File: src/rtl/dbus_uncached_bridge.sv
// Uncached/MMIO bridge: one dbus request becomes one single-beat cbus transaction, with a response timeout.
// Optional posted writes are enabled with `define DBUS_BRIDGE_POSTED_WRITE_EN.

package dbus_bridge_pkg;
  typedef logic [63:0] addr_t;
  typedef logic [63:0] word_t;
  typedef logic [7:0]  strobe_t;
  typedef logic [2:0]  msize_t;
  typedef logic [7:0]  mlen_t;
  typedef logic [1:0]  axi_burst_type_t;

  localparam msize_t MSIZE1 = 3'd0;
  localparam msize_t MSIZE2 = 3'd1;
  localparam msize_t MSIZE4 = 3'd2;
  localparam msize_t MSIZE8 = 3'd3;

  localparam mlen_t MLEN1 = 8'd0;
  localparam axi_burst_type_t AXI_BURST_FIXED = 2'b00;

  typedef struct packed {
    logic    valid;
    addr_t   addr;
    msize_t  size;
    strobe_t strobe;
    word_t   data;
  } dbus_req_t;

  typedef struct packed {
    logic  addr_ok;
    logic  data_ok;
    word_t data;
  } dbus_resp_t;

  typedef struct packed {
    logic            valid;
    logic            is_write;
    msize_t          size;
    addr_t           addr;
    strobe_t         strobe;
    word_t           data;
    mlen_t           len;
    axi_burst_type_t burst;
  } cbus_req_t;

  typedef struct packed {
    logic  ready;
    logic  last;
    word_t data;
  } cbus_resp_t;
endpackage

module dbus_uncached_bridge
  import dbus_bridge_pkg::*;
#(
  parameter int TIMEOUT_CYCLES = 1024
) (
  input  logic       clk,
  input  logic       reset,
  input  dbus_req_t  dreq,
  output dbus_resp_t dresp,
  output cbus_req_t  creq,
  input  cbus_resp_t cresp,
  output logic       bus_err
);

`ifdef DBUS_BRIDGE_POSTED_WRITE_EN
  typedef enum logic [1:0] {IDLE, BUSY, DONE, POST} state_t;
`else
  typedef enum logic [1:0] {IDLE, BUSY, DONE} state_t;
`endif

  localparam int CW = (TIMEOUT_CYCLES > 1) ? $clog2(TIMEOUT_CYCLES) : 1;
  localparam int LAST_INT = (TIMEOUT_CYCLES > 0) ? TIMEOUT_CYCLES - 1 : 0;
  localparam logic [CW-1:0] LAST_CNT = LAST_INT[CW-1:0];

  state_t     state, state_n;
  logic [CW-1:0] cnt, cnt_n;
  cbus_req_t  creq_n;
  dbus_resp_t dresp_n;
  logic       bus_err_n;
  logic       beat_done;
  logic       expired;

  // Every output is a flop so nothing from dreq/cresp reaches an output combinationally.
  always_ff @(posedge clk or posedge reset) begin
    if (reset) begin
      state   <= IDLE;
      cnt     <= '0;
      creq    <= '0;
      dresp   <= '0;
      bus_err <= 1'b0;
    end else begin
      state   <= state_n;
      cnt     <= cnt_n;
      creq    <= creq_n;
      dresp   <= dresp_n;
      bus_err <= bus_err_n;
    end
  end

  // Next state plus next registered outputs; dresp pulses default to zero each cycle.
  always_comb begin
    state_n   = state;
    cnt_n     = cnt;
    creq_n    = creq;
    dresp_n   = '0;
    bus_err_n = 1'b0;
    beat_done = cresp.ready && cresp.last;
    expired   = (TIMEOUT_CYCLES != 0) && (cnt == LAST_CNT);

    case (state)
      IDLE: begin
        if (dreq.valid) begin
          creq_n.valid    = 1'b1;
          creq_n.is_write = |dreq.strobe;
          creq_n.size     = dreq.size;
          creq_n.addr     = dreq.addr;
          creq_n.strobe   = dreq.strobe;
          creq_n.data     = dreq.data;
          creq_n.len      = MLEN1;
          creq_n.burst    = AXI_BURST_FIXED;
          cnt_n           = '0;
          dresp_n.addr_ok = 1'b1;
          state_n         = BUSY;
`ifdef DBUS_BRIDGE_POSTED_WRITE_EN
          if (|dreq.strobe) begin
            dresp_n.data_ok = 1'b1;
            state_n         = POST;
          end
`endif
        end
      end

      // A completing beat takes priority over a timeout firing on the same edge.
      BUSY: begin
        if (beat_done) begin
          creq_n          = '0;
          dresp_n.data_ok = 1'b1;
          dresp_n.data    = creq.is_write ? '0 : cresp.data;
          state_n         = DONE;
        end else if (expired) begin
          creq_n          = '0;
          dresp_n.data_ok = 1'b1;
          dresp_n.data    = '1;
          bus_err_n       = 1'b1;
          state_n         = DONE;
        end else begin
          cnt_n = cnt + CW'(1);
        end
      end

      DONE: state_n = IDLE;

`ifdef DBUS_BRIDGE_POSTED_WRITE_EN
      // The CPU already has its data_ok, so completion here is silent apart from bus_err.
      POST: begin
        if (beat_done) begin
          creq_n  = '0;
          state_n = IDLE;
        end else if (expired) begin
          creq_n    = '0;
          bus_err_n = 1'b1;
          state_n   = IDLE;
        end else begin
          cnt_n = cnt + CW'(1);
        end
      end
`endif

      default: state_n = IDLE;
    endcase
  end

endmodule

File: config.mk
export PLATFORM = sky130hd
export DESIGN_NAME = dbus_uncached_bridge
export DESIGN_NICKNAME = d
export VERILOG_FILES = /design/src/rtl/dbus_uncached_bridge.sv
export SDC_FILE = /design/constraint.sdc
export NUM_CORES = 1
export LEC_CHECK = 0
export ABC_AREA = 1
export CORE_AREA = 3 3 166 168
export CTS_BUF_LIST = sky130_fd_sc_hd__clkbuf_4
export DETAILED_ROUTE_END_ITERATION = 7
export DIE_AREA = 0 0 169 171
export PLACE_DENSITY = 0.68
export SETUP_SLACK_MARGIN = 0.05
export SKIP_CTS_REPAIR_TIMING = 1
export SYNTH_ARGS = -nofsm -noshare
export SYNTH_HDL_FRONTEND = slang
export SYNTH_SLANG_ARGS = --single-unit
export TNS_END_PERCENT = 1
File: constraint.sdc
create_clock -name clk -period 18.15 [get_ports clk]
set_input_delay 3.63 -clock clk [delete_from_list [all_inputs] [get_ports clk]]
set_output_delay 3.63 -clock clk [all_outputs]
set_load 0.1 [all_outputs]
==> flow_metrics.tcl <==
set metrics [dict create \
    finalMaxSlewViolations 0 \
    die_w_um 169 \
    worstSetupEndpointType "register" \
    gp_congestion 0.790 \
    grt_pass1_vias 8052 \
    dp_cells 1626 \
    clock.fmax_mhz 166 \
    finalNetCount 1560 \
    final.setup.tns_ps 0 \
    ys_top_cells_by_count "nand2_1 (290), dfrtp_1 (220), nand3_1 (149)" \
    wl_per_cell_um 16.4 \
    vias 7961 \
    status "complete, no violations" \
    cp.required_ps 18710 \
    drc_errors 0 \
    worstMarginPinSlew_ps 1120 \
    ant_nets 0 \
    cts_tree "done" \
    worstSetupPathType "in2reg" \
    worst_path_largest_cell_delay_ps 850 \
    drive_gt1_frac 0.0797 \
    cts_num_sinks 220 \
    numPortBuffers 415 \
    initial_utilization 0.335 \
    synthCells 935 \
    clk_pin_slew_ps 60 \
    netlist_area_mm2 0.00872 \
    yosysTopAreaCell "dfrtp_1" \
    grt_pass1_wl_mm 43.1 \
    synth_edf_count 0 \
    period_needed_ps 6020 \
    grt.overflow.total 0 \
    synthTopCellsByArea "dfrtp_1 (63%), nand2_1 (12%), nand3_1 (8.5%)" \
    yosys_warnings 0 \
    final_cells 1730 \
    critPathSlowestCell "buf_4" \
    finalClockSkew_ps 36.5 \
    synth_top_area_frac 0.631 \
    dieArea_mm2 0.0289 \
    drt-pass1-iter-count 4 \
    critPathMaxFanout 113 \
    design.core.area_mm2 0.0261 \
    antenna_found_initial 4 \
    max-cap-violations 0 \
    clockBufferDepth 3 \
    ys_seq_area_frac 0.631 \
    areaGrowthSynthToFinish_pct 57.0 \
    yosys_most_used_dff "dfrtp_1" \
    async_flop_share 1.00 \
    fin_crit_sh 0.332 \
    track_usage 0.186 \
    setup_viol 0 \
    path_delay_family "buffers and inverters" \
    grt_max_degree 114 \
    path_buf_inv 3 \
    synth.most_common_cell "nand2_1" \
    synthDistinctLibCells 28 \
    slew_headroom 0.250 \
    ys_seq_elements 220 \
    avgSynthCellArea_um2 9.33 \
    fp-row-count 59 \
    startpoint_type "input port" \
    dr.first_iter.drc_count 522 \
    cts_buffers 58 \
    cts.htree.levels 2 \
    cp_cell_sequence "clkdlybuf4s50_1, nand2_2, buf_4, nand2_2, nand2_8, buf_4, nand3_1, nand2_1" \
    hold_path_class "reg2reg" \
    rsz0062_at_grt "no" \
    die_h_um 171 \
    clock_latency_ps 660 \
    cts_root_buffer "clkbuf_4" \
    drt_wl_total_mm 28.4 \
    worstPathArrival_ps 6590 \
    final-hold-violation-count 0 \
    dpl.hpwl_mm 19.0 \
    ioPinCount 426 \
    viasPerCell 4.60 \
]
==> stage by stage <==
stage / cell area [um2] / setup WS (ps) / util / hold slack, ps
floorplan: 8760 / 8500 / - / 474
global placement: 13000 / 11430 / 0.497 / 454
detailed placement: 13000 / 11430 / 0.497 / 457
CTS: 13700 / 12140 / 0.526 / 473
global route: 13700 / 11880 / 0.526 / 491
finish: 13700 / 12130 / 0.526 / 472
==> per-layer routing <==
metal | share of wire | wire length [um] | global-route usage | up-vias
li1 | - | - | - | 3842
met1 | 0.39 | 11000 | 0.221 | 3728
met2 | 0.49 | 14000 | 0.313 | 337
met3 | 0.094 | 2660 | 0.0638 | 50
met4 | 0.024 | 694 | 0.0688 | 4
met5 | 0.00085 | 24 | 0 | -
==> worst paths after layout <==
kind                            from   endpoint  slack [ps]  depth (start not counted)
max                        cresp[65]   creq[45]       12130                          8
min                        creq[150]  creq[150]         470                          2
max reg2reg                   cnt[1]   creq[45]       15290                          9
min reg2reg                creq[150]  creq[150]         470                          2
max in group asynchronous      reset  creq[129]       13240                          3
min in group asynchronous      reset   creq[74]        3440                          2
==> worst register-to-register path: cells and delay by family (launching register included) <==
family | cells | cell delay, ps
AND/OR/NAND/NOR | 7 | 1250
buffers and inverters | 1 | 880
adder cells (fa/ha/maj) | 1 | 220
flip-flops | 1 | 410
==> layout by cell type, fill, tap and decap left out, types with 2 or more instances in the layout <==
master | synthesis | routed
nor2_1 | 74 | 74
a21oi_1 | 65 | 65
o21ai_0 | 10 | 10
clkbuf_4 | 0 | 85
nand2_1 | 290 | 289
xor2_1 | 3 | 3
nand3_1 | 149 | 149
nand3b_1 | 2 | 2
nand4_1 | 4 | 4
diode_2 | 0 | 2
o21ai_1 | 6 | 6
inv_1 | 21 | 20
clkdlybuf4s50_1 | 0 | 415
nor2_4 | 2 | 2
clkinv_2 | 0 | 5
buf_4 | 10 | 7
nand2_2 | 2 | 3
dfrtp_1 | 220 | 220
inv_2 | 3 | 4
conb_1 | 1 | 10
clkinv_1 | 1 | 10
==> cell type report <==
class / count / area, um2
fill: 2397 / 12400
sequential: 220 / 5510
timing repair buffer: 422 / 4210
multi-input combinational: 624 / 2730
clock buffer: 85 / 638
tap: 335 / 419
inverter: 25 / 104
clock inverter: 17 / 96.3
antenna: 2 / 5.00
==> registers in the layout, indices dropped and copies added, names as in the netlist <==
signal	count
cnt	10
dresp	66
bus_err	1
state	2
creq	141
==> logic make-up (layout without fill, tap and decap cells) <==
kind of cell	Yosys count	count (layout)	synth area share
buffers and inverters	100	549	0.0615
other	1	12	0.000430
AND/OR/NAND/NOR	528	528	0.255
adder cells (fa/ha/maj)	1	1	0.00143
flip-flops	220	220	0.631
XOR/XNOR	4	4	0.00402
AO/OA/AOI/OAI	81	81	0.0465
Power is left out: the tool's default activity adds up to more than one toggle a clock period on the data nets, which glitch-free logic cannot reach.
